==> src/rtl/nibble_serial_add_ctrl.sv <==
// Serial wide adder sequencer: feeds one nibble per cycle (LSB first) to an external
// 4-bit adder and assembles the NIBBLES*4-bit sum plus carry-out behind valid/ready.
module nibble_serial_add_ctrl #(
    parameter int NIBBLES = 4
) (
    input  logic                 clk,
    input  logic                 rst_n,
    input  logic                 in_valid,
    output logic                 in_ready,
    input  logic [4*NIBBLES-1:0] in_a,
    input  logic [4*NIBBLES-1:0] in_b,
    input  logic                 in_cin,
    output logic                 out_valid,
    input  logic                 out_ready,
    output logic [4*NIBBLES-1:0] out_sum,
    output logic                 out_cout,
    output logic                 busy,
    output logic [3:0]           add_a,
    output logic [3:0]           add_b,
    output logic                 add_cin,
    input  logic [3:0]           add_sum,
    input  logic                 add_cout
);

    localparam int W    = 4 * NIBBLES;
    localparam int IDXW = $clog2(NIBBLES);

    typedef enum logic [1:0] {
        S_IDLE,
        S_RUN,
        S_DONE
    } state_t;

    state_t            r_state;
    state_t            w_next;
    logic [W-1:0]      r_a;
    logic [W-1:0]      r_b;
    logic [W-1:0]      r_sum;
    logic              r_carry;
    logic [IDXW-1:0]   r_idx;
    logic [IDXW+1:0]   w_base;
    logic              w_last;

    assign w_base = {r_idx, 2'b00};
    assign w_last = (r_idx == IDXW'(NIBBLES - 1));

    // NOTE: flops use non-blocking assignments so every register samples pre-edge values.
    always_ff @(posedge clk or negedge rst_n) begin
        if (!rst_n) begin
            r_state <= S_IDLE;
        end else begin
            r_state <= w_next;
        end
    end

    // NOTE: w_next gets a default first so no path through the case leaves it unassigned.
    always_comb begin
        w_next = r_state;
        unique case (r_state)
            S_IDLE:  if (in_valid)  w_next = S_RUN;
            S_RUN:   if (w_last)    w_next = S_DONE;
            S_DONE:  if (out_ready) w_next = S_IDLE;
            default:                w_next = S_IDLE;
        endcase
    end

    always_comb begin
        in_ready  = rst_n && (r_state == S_IDLE);
        out_valid = (r_state == S_DONE);
        busy      = (r_state == S_RUN) || (r_state == S_DONE);
        add_a     = 4'h0;
        add_b     = 4'h0;
        add_cin   = 1'b0;
        if (r_state == S_RUN) begin
            add_a   = r_a[w_base +: 4];
            add_b   = r_b[w_base +: 4];
            add_cin = r_carry;
        end
    end

    // Index returns to 0 after the top nibble so it never points past NIBBLES-1.
    always_ff @(posedge clk or negedge rst_n) begin
        if (!rst_n) begin
            r_a     <= '0;
            r_b     <= '0;
            r_sum   <= '0;
            r_carry <= 1'b0;
            r_idx   <= '0;
        end else begin
            case (r_state)
                S_IDLE: begin
                    if (in_valid) begin
                        r_a     <= in_a;
                        r_b     <= in_b;
                        r_carry <= in_cin;
                        r_idx   <= '0;
                        r_sum   <= '0;
                    end
                end
                S_RUN: begin
                    r_sum[w_base +: 4] <= add_sum;
                    r_carry            <= add_cout;
                    r_idx              <= w_last ? '0 : r_idx + 1'b1;
                end
                default: ;
            endcase
        end
    end

    assign out_sum  = r_sum;
    assign out_cout = r_carry;

endmodule

==> config.mk <==
export PLATFORM = sky130hd
export DESIGN_NAME = nibble_serial_add_ctrl
export DESIGN_NICKNAME = d
export VERILOG_FILES = /design/src/rtl/nibble_serial_add_ctrl.sv
export SDC_FILE = /design/constraint.sdc
export NUM_CORES = 1
export LEC_CHECK = 0
export ABC_AREA = 1
export BUFFER_PORTS_ARGS = -buffer_cell sky130_fd_sc_hd__clkbuf_2
export CAP_MARGIN = 20
export CORE_UTILIZATION = 45
export CTS_CLUSTER_SIZE = 14
export DETAILED_ROUTE_END_ITERATION = 12
export PLACE_DENSITY = 0.7
export SLEW_MARGIN = 30
export SYNTH_ARGS = -nofsm -noshare
export SYNTH_HDL_FRONTEND = slang
export SYNTH_SLANG_ARGS = --single-unit
==> constraint.sdc <==
create_clock -name clk -period 3.8 [get_ports clk]
set_clock_uncertainty 0.15 [all_clocks]
set_input_delay 0.19 -clock clk [delete_from_list [all_inputs] [get_ports clk]]
set_output_delay 0.19 -clock clk [all_outputs]
set_load 0.03 [all_outputs]
==> impl_metrics.py, run 1 <==
metrics = {
    "outcome": {
        "status": "complete, no violations",
    },
    "drt": {
        "via_per_inst": 4.669,
        "route.antenna.remaining_nets": 0,
        "routed_wirelength_mm": 5.989,
        "drtIter0Drc": 155,
        "vias": 2526,
        "drc_errors": 0,
        "wl_per_cell_um": 11.07,
        "firstDrtPassIters": 4,
    },
    "setup_path": {
        "cp-end-kind": "output port",
        "timing.rr.end": "out_sum[3]",
        "r2r-start": "r_idx[1]",
        "startpoint_type": "register",
        "crit_required_ns": 3.46,
        "r2r_cells": 7,
        "critPathLaunch": "r_state[1]",
        "ff2ff_setup_slack_ns": 1.62,
        "criticalPathCategory": "register to output port",
        "critical_path_peak_fanout": 16,
        "cp.arrival_ns": 1.91,
    },
    "synth": {
        "yosysWarnings": 0,
        "synthesis.area_um2": 2765,
        "synth_cells": 367,
        "synth.avg_cell_area_um2": 7.534,
        "synth_cell_types": 19,
        "yosysSeqAreaShare": 0.4796,
        "mappedNetlistNets": 419,
        "ys_seq_elements": 53,
    },
    "cts": {
        "clock_latency_ns": 0.31,
        "cts_buffers": 5,
        "htreeDepth": 2,
        "cts_buffer_depth": 2,
        "cts_root_buf": "clkbuf_8",
        "cts_tree": "yes",
        "cts_hold_buf": 32,
        "cts_sinks": 53,
        "cts_resized": 0,
        "postCtsSetupBuffers": 0,
        "path_clk_slew_ns": 0.09,
    },
    "sta": {
        "setup_viol": 0,
        "slew_violations": 0,
        "tightestPinTransition_ns": 0.6627,
        "rsz0062_at_grt": "false",
        "setup_tns_ns": 0,
        "fin_crit_sh": 0.5931,
        "fmax_ghz": 0.4437,
        "max_slew_margin": 0.5582,
        "period_minus_slack_ns": 2.254,
        "final_hold_viol_count": 0,
    },
    "pwr": {
        "power_density_nw_per_um2": 697.2,
        "peakVddDrop_uv": 407.7,
        "power_leakage_nw": 2.020,
        "total_power_mw": 2.490,
    },
    "finish": {
        "stdcell_area_um2": 3572,
        "drive_above_1_share": 0.1845,
        "fin_cells": 541,
        "area_growth_pct": 29.19,
        "nNetsFinal": 517,
        "diodes": 0,
    },
    "grt": {
        "antenna_found_initial": 0,
        "grt.total_usage": 0.2072,
        "grt_pass1_vias": 2410,
        "grt-ovfl-total": 0,
        "grt_pass1_wl_mm": 10.36,
        "grt_start_max_net_pins": 39,
    },
    "placement": {
        "placedCellCount": 501,
        "dp_hpwl_mm": 4.110,
        "postPlaceCellArea_um2": 3118,
        "place_congestion": 0.7972,
        "io_buffers": 70,
    },
    "min_path": {
        "worstHoldPathCells": 3,
        "min_to": "r_a[8]",
        "hold_start": "in_a[8]",
        "hp-class": "primary input to register",
    },
    "floorplanning": {
        "rows": 28,
        "core_um2": 5921,
        "die_w_um": 80.39,
        "start_util": 0.4670,
        "num_io_pins": 71,
        "die_h_um": 80.39,
        "dieArea_um2": 6463,
    },
    "job": {
        "cap_violations": 0,
    },
}
[layout by cell type, fill, tap and decap left out]
| cell | n |
|---|---|
| a21oi_1 | 40 |
| buf_4 | 3 |
| bufinv_16 | 2 |
| clkbuf_2 | 70 |
| clkbuf_8 | 5 |
| clkinv_1 | 1 |
| clkinv_2 | 1 |
| dfrtp_1 | 53 |
| dlygate4sd3_1 | 32 |
| ha_1 | 10 |
| inv_1 | 54 |
| inv_2 | 1 |
| nand2_1 | 103 |
| nand2_2 | 2 |
| nand3_1 | 27 |
| nand4_1 | 1 |
| nor2_1 | 55 |
| o21ai_0 | 4 |
| o21ai_4 | 1 |
| or2_2 | 1 |
[per-stage QoR]
stage	hold slack, ns	util	setup WS [ns]
global placement	0.09506	0.5266	1.705
detailed placement	0.1032	0.5266	1.640
CTS	0.003101	0.6033	1.546
global route	0.01234	0.6033	1.380
floorplan	-0.2556	-	2.006
finish	0.01380	0.6033	1.546
[synth_stat cells]
master,n,area [µm²]
nand2_1,103,386.6
inv_2,1,3.750
dfrtp_1,53,1326
ha_1,10,125.1
clkbuf_1,1,3.750
nand3_1,27,135.1
buf_2,4,20.02
o21ai_4,1,16.27
inv_1,54,202.7
a21oi_1,40,200.2
or2_2,1,6.260
clkinv_1,1,3.750
buf_1,1,3.750
nor2_1,55,206.5
buf_4,1,7.510
nand2_2,2,12.51
o21ai_0,4,20.02
buf_6,7,78.83
nand4_1,1,6.260
[sequential cells by signal (all words and copies together), names as in the netlist]
| name | flops |
|---|---|
| r_b | 16 |
| out_cout | 1 |
| r_state | 2 |
| r_a | 16 |
| out_sum | 16 |
| r_idx | 2 |
[where the power goes]
group | total [mW] | switching [mW] | internal (mW) | leakage, nW
Sequential | 0.829 | 0.0681 | 0.761 | 0.635
Combinational | 1.22 | 0.855 | 0.363 | 1.32
Clock | 0.443 | 0.182 | 0.262 | 0.0681
[kinds of logic after synthesis]
logic type | Yosys count | share of synthesized area
and+or+nand+nor | 189 | 0.2724
buffers and inverters | 70 | 0.1172
DFF | 53 | 0.4796
AOI/OAI and AO/OA | 45 | 0.08552
adders and majority gates | 10 | 0.04525
[layout make-up]
class	instances	area (µm²)
repair buffers	105	693.2
multi-input cells	244	1115
inverters	56	210.2
clock inverters	3	65.06
flip-flops and latches	53	1326
clock buffers	5	68.82
fillers	548	2349
well taps	75	93.84
[critical path: stages, from the launching register on]
cell and delay (ns):
dfrtp_1 0.41, inv_1 0.10, ha_1 0.39, inv_2 0.24, a21oi_1 0.23, clkbuf_2 0.24
[how the worst max path moves through the flow]
stage | to
floorplan | add_a[0]
CTS | add_b[0]
detailed placement | out_sum[3]
finish | add_b[2]
global placement | out_sum[2]
global route | out_sum[9]
[routing by layer]
metal  routed length, µm  vias up  GRT usage
met5                   0        -          0
met4                 117        0    0.07857
met3                 221       11    0.03409
met2                2956       58     0.3636
met1                2694     1146     0.2523
li1                    -     1311          -
(Power assumes the default switching activity.)
==> inputs of run 2 (changes only) <==
clock period = 2.3 ns   (was 3.8 ns; I/O delays follow)
==> run 2 against run 1 <==
Net effect: die area unchanged; via count is 3.5% higher; non-clock buffer count up 10; register-to-register slack worse by 1.3 ns; clock-buffer cell count stayed put; sequential share of layout area shrank 0.47 points; combinational power is 70% higher; hold slack worse by 0.0070 ns; first-iteration DRC count is 12% lower; sequential power up 64%; power increased by 60%; worst setup slack got worse by 1.2 ns.
==> impl_metrics.py, run 2 (synthesis gave the netlist of run 1 again) <==
metrics = {
    "grt": {
        "antenna_found_initial": 0,
        "grt_start_max_net_pins": 54,
        "met3_usage": 0.03977,
        "use_met2": 0.4000,
        "grt_pass1_wl_mm": 10.94,
        "top_usage_layer": "met2",
        "met1_usage": 0.2600,
        "grt_pass1_vias": 2597,
        "grt-ovfl-total": 0,
        "grt.total_usage": 0.2184,
    },
    "finish": {
        "diodes": 0,
        "n_fill_cell": 526,
        "multiInputGateArea_um2": 1115,
        "final_common_cell": "nand2_1",
        "fin_cells": 551,
        "nNetsFinal": 527,
        "drive_above_1_share": 0.1891,
        "area_growth_pct": 30.86,
        "layout_common_cells": "103 x nand2_1, 70 x clkbuf_2, 55 x nor2_1",
        "register_area_um2": 1326,
    },
    "drt": {
        "vias": 2615,
        "firstDrtPassIters": 4,
        "drtIter0Drc": 136,
        "routed_wirelength_mm": 6.359,
        "drc_errors": 0,
        "route.antenna.remaining_nets": 0,
        "wl_per_cell_um": 11.54,
        "via_per_inst": 4.746,
    },
    "cts": {
        "path_clk_slew_ns": 0.10,
        "cts_tree": "yes",
        "cts_buffer_depth": 2,
        "cts_sinks": 53,
        "htreeDepth": 2,
        "clock_latency_ns": 0.31,
        "postCtsSetupBuffers": 0,
        "cts_buffers": 5,
        "cts_root_buf": "clkbuf_8",
    },
    "floorplanning": {
        "rows": 28,
        "num_io_pins": 71,
        "dieArea_um2": 6463,
        "die_w_um": 80.39,
        "core_um2": 5921,
        "start_util": 0.4670,
        "die_h_um": 80.39,
    },
    "setup_path": {
        "r2r-start": "r_state[1]",
        "cp.arrival_ns": 2.09,
        "timing.rr.end": "out_cout",
        "criticalPathCategory": "register to register",
        "r2r_cells": 8,
        "ff2ff_setup_slack_ns": 0.32,
        "startpoint_type": "register",
        "cp-end-kind": "register",
        "crit_required_ns": 2.41,
        "critical_path_peak_fanout": 16,
    },
    "placement": {
        "io_buffers": 70,
        "place_congestion": 0.8027,
        "dp_hpwl_mm": 4.252,
        "placedCellCount": 505,
    },
    "sta": {
        "max_slew_margin": 0.5575,
        "final_hold_viol_count": 0,
        "setup_tns_ns": 0,
        "slew_violations": 0,
        "period_minus_slack_ns": 1.984,
        "rsz0062_at_grt": "false",
        "fin_crit_sh": 0.8627,
        "setup_viol": 0,
        "fmax_ghz": 0.5040,
        "tightestPinTransition_ns": 0.6638,
    },
    "pwr": {
        "power_leakage_nw": 2.042,
        "power_density_nw_per_um2": 1099,
        "peakVddDrop_uv": 600.2,
    },
    "job": {
        "cap_violations": 0,
    },
    "min_path": {
        "hp-class": "primary input to register",
        "min_to": "out_sum[8]",
        "hold_start": "add_sum[0]",
        "worstHoldPathCells": 5,
    },
    "outcome": {
        "status": "complete, no violations",
    },
}
run 2: worst max-delay path by stage:
stage	start	endpoint	depth (start not counted)
after floorplan	r_idx[1]	out_sum[12]	8
after global routing	r_state[1]	out_cout	8
after detailed placement	r_idx[1]	out_sum[8]	8
final	r_state[1]	out_cout	8
after global placement	r_state[1]	out_sum[0]	7
after CTS	r_state[1]	out_cout	8
run 2: what timing repair did:
item                      CTS  global route
hold buffers               38             0
hold endpoints to repair   90             0
gates resized for setup     0             0
run 2: metal layers:
layer	wire, µm	part of all wire
met5	0	0
met2	3266	0.51
met4	84	0.013
met3	252	0.040
met1	2756	0.43
run 2: layout make-up:
cell class | count | area share
multi-input cells | 244 | 0.3081
well taps | 75 | 0.02593
inverters | 56 | 0.05809
flip-flops and latches | 53 | 0.3665
clock inverters | 3 | 0.005878
clock buffers | 5 | 0.01902
repair buffers | 115 | 0.2165
run 2: where the power goes:
group / switching, mW / internal [mW] / leakage (nW) / total [mW]
combinational: 1.43 / 0.645 / 1.36 / 2.08
clock: 0.323 / 0.217 / 0.0445 / 0.540
sequential: 0.101 / 1.26 / 0.635 / 1.36
run 2: worst max-delay path, stage by stage, from the launching register on:
cell and delay [ns]:
dfrtp_1 0.38, inv_1 0.08, ha_1 0.20, inv_2 0.26, nand2_1 0.10, nand2_1 0.07
dlygate4sd3_1 0.55, nand2_1 0.06, nand2_1 0.07
run 2: metrics by stage:
step / utilization / total power [mW] / setup slack, ns / cell area (µm²) / hold WS [ns]
CTS: 0.6112 / 4.004 / 0.3591 / 3618 / 0.001202
floorplan: - / 2.961 / 0.5591 / 2765 / -0.3306
global route: 0.6112 / 4.333 / 0.1419 / 3618 / 0.02183
detailed placement: 0.5317 / 3.402 / 0.5453 / 3148 / 0.2171
finish: 0.6112 / 3.977 / 0.3158 / 3618 / 0.006827
global placement: 0.5317 / 3.368 / 0.5833 / 3148 / 0.2101
==> inputs of run 3 (changes only) <==
ABC_AREA = 0   (was 1)
==> run 3 against run 2 <==
Net effect: synthesized area is 3.1% lower; via count is 26% lower; combinational power is 10% higher; worst setup slack worse by 0.16 ns; utilization is 3.1 points higher; clock power is 4.8% higher; clock-buffer cell count is 1 higher; wire length is 13% lower; global-route usage is 2.2 points lower; die area is 3.0% lower; cell area is 0.48% lower; final cell count is 31% lower; largest cell class unchanged.
==> impl_metrics.py, run 3 <==
metrics = {
    "finish": {
        "diodes": 0,
        "drive_above_1_share": 0.4477,
        "stdcell_area_um2": 3601,
        "nNetsFinal": 357,
        "area_growth_pct": 34.36,
        "final_common_cell": "clkbuf_2",
        "layout_common_cells": "70 x clkbuf_2, 52 x dfrtp_1, 42 x mux2_2",
    },
    "sta": {
        "setup_tns_ns": 0,
        "tightestPinTransition_ns": 0.6428,
        "fin_crit_sh": 0.9309,
        "rsz0062_at_grt": "false",
        "max_slew_margin": 0.5715,
        "slew_violations": 0,
        "fmax_ghz": 0.4670,
        "period_minus_slack_ns": 2.141,
        "final_hold_viol_count": 0,
        "setup_viol": 0,
    },
    "setup_path": {
        "cp.arrival_ns": 1.88,
        "criticalPathCategory": "register to output port",
        "critical_path_peak_fanout": 9,
        "crit_family": "multiplexers",
        "crit_required_ns": 2.04,
        "startpoint_type": "register",
        "cp-end-kind": "output port",
        "r2r_cells": 5,
        "r2r-start": "r_state[1]",
        "ff2ff_setup_slack_ns": 0.36,
        "path_cells": "buf_4, mux4_1, and2_1, clkbuf_2",
        "path_buf_inv": 2,
        "crit_slowest_cell": "mux4_1",
        "timing.rr.end": "out_sum[9]",
        "slowest_delay_ns": 0.55,
    },
    "placement": {
        "dp_hpwl_mm": 3.723,
        "place_congestion": 0.7495,
        "io_buffers": 70,
        "postPlaceCellArea_um2": 3119,
    },
    "cts": {
        "cts_buffers": 5,
        "cts_sinks": 53,
        "postCtsSetupBuffers": 0,
        "htreeDepth": 2,
        "cts_buffer_depth": 2,
        "clock_latency_ns": 0.30,
        "path_clk_slew_ns": 0.10,
        "cts_tree": "yes",
        "cts_root_buf": "clkbuf_8",
    },
    "outcome": {
        "status": "complete, no violations",
    },
    "synth": {
        "synth_area_leaders": "dfrtp_1 49%, mux2_2 18%, mux4_1 6.9%",
        "synth-main-ff-cell": "dfrtp_1",
        "yosysWarnings": 0,
        "synthTopCellsByCount": "53 x dfrtp_1, 42 x mux2_2, 10 x and2_1, 10 x ha_1, 8 x nand3_1",
        "yosysSeqAreaShare": 0.4949,
        "synth.avg_cell_area_um2": 13.96,
        "synth_edf_count": 0,
        "yosysTopAreaCellShare": 0.4949,
        "synth_area_leader_cell": "dfrtp_1",
        "mappedNetlistNets": 244,
        "yosysMostFrequentCell": "dfrtp_1",
        "synth_cells": 192,
        "ys_seq_elements": 53,
        "async_reset_ff_frac": 1.000,
        "synth_cell_types": 39,
        "synthesis.area_um2": 2680,
    },
    "floorplanning": {
        "die_h_um": 79.18,
        "core_um2": 5608,
        "start_util": 0.4779,
        "die_w_um": 79.18,
        "num_io_pins": 71,
        "dieArea_um2": 6269,
        "rows": 27,
    },
    "grt": {
        "grt_start_max_net_pins": 54,
        "antenna_found_initial": 0,
        "grt-ovfl-total": 0,
        "grt.total_usage": 0.1963,
        "grt_pass1_vias": 2033,
        "grt_pass1_wl_mm": 9.404,
    },
    "drt": {
        "drtIter0Drc": 41,
        "routed_wirelength_mm": 5.510,
        "drc_errors": 0,
        "wl_per_cell_um": 14.58,
        "vias": 1945,
        "firstDrtPassIters": 5,
        "via_per_inst": 5.146,
        "route.antenna.remaining_nets": 0,
    },
    "pwr": {
        "peakVddDrop_uv": 763.9,
        "power_leakage_nw": 1.727,
        "power_density_nw_per_um2": 1218,
    },
    "min_path": {
        "worstHoldPathCells": 3,
        "hp-class": "primary input to register",
        "hold_start": "in_valid",
        "min_to": "r_idx[1]",
    },
    "job": {
        "cap_violations": 0,
    },
}
run 3: cell count changes after synthesis, moves of 10 or more:
cell     delta
a21oi_1    -39
nor2_1     -50
inv_1      -50
nand2_1   -100
nand3_1    -19
mux2_2     +42
and2_1     +10
run 3: where the power goes:
part | total [mW] | switching [mW] | internal [mW]
Sequential | 1.53 | 0.217 | 1.31
Combinational | 2.29 | 1.19 | 1.10
Clock | 0.566 | 0.315 | 0.250
run 3: metal layers:
| layer | part of all wire | vias to the layer above | track usage |
|---|---|---|---|
| li1 | - | 928 | - |
| met5 | 0 | - | 0 |
| met2 | 0.52 | 57 | 0.3621 |
| met3 | 0.053 | 7 | 0.04828 |
| met1 | 0.41 | 953 | 0.2233 |
| met4 | 0.011 | 0 | 0.05455 |
run 3: logic make-up after synthesis:
group	synth area share
AOI/OAI and AO/OA	0.05975
adders and majority gates	0.04669
buffers and inverters	0.02894
DFF	0.4949
muxes	0.2666
and+or+nand+nor	0.1032
run 3: how the worst max path moves through the flow:
stage | startpoint | end | depth (start not counted)
after global routing | r_idx[0] | add_b[0] | 4
after CTS | r_idx[0] | add_b[0] | 4
after floorplan | r_idx[1] | out_sum[10] | 6
after global placement | r_state[1] | out_sum[7] | 5
final | r_idx[0] | add_b[0] | 4
after detailed placement | r_state[1] | out_sum[9] | 5
run 3: final cells by class:
| type | count | area, µm² |
|---|---|---|
| timing repair buffer | 114 | 788.3 |
| tap | 72 | 90.09 |
| fill | 461 | 2007 |
| clock inverter | 2 | 17.52 |
| inverter | 5 | 18.77 |
| clock buffer | 6 | 82.58 |
| sequential | 53 | 1328 |
| multi-input combinational | 126 | 1276 |
run 3: worst min-delay path: stages:
cell,delay (ns)
clkbuf_2,0.17
a32oi_1,0.12
o21ai_0,0.07
run 3: timing repair:
| action | 4_1_cts | 5_1_grt |
|---|---|---|
| hold buffers | 38 | 0 |
| resized for setup | 0 | 1 |
| endpoints found under the hold margin | 94 | 0 |
| setup endpoints to repair | 0 | 1 |
run 3: stage by stage:
stage	power, mW	util	setup slack, ns	hold slack [ns]	cells
CTS	4.410	0.6419	0.06971	0.03938	378
detailed placement	3.796	0.5562	0.3715	0.1440	332
floorplan	3.274	-	0.3053	-0.3306	192
global placement	3.736	0.5562	0.4124	0.1576	332
finish	4.386	0.6421	0.1589	0.04928	378
global route	4.713	0.6421	0.06226	0.05620	378
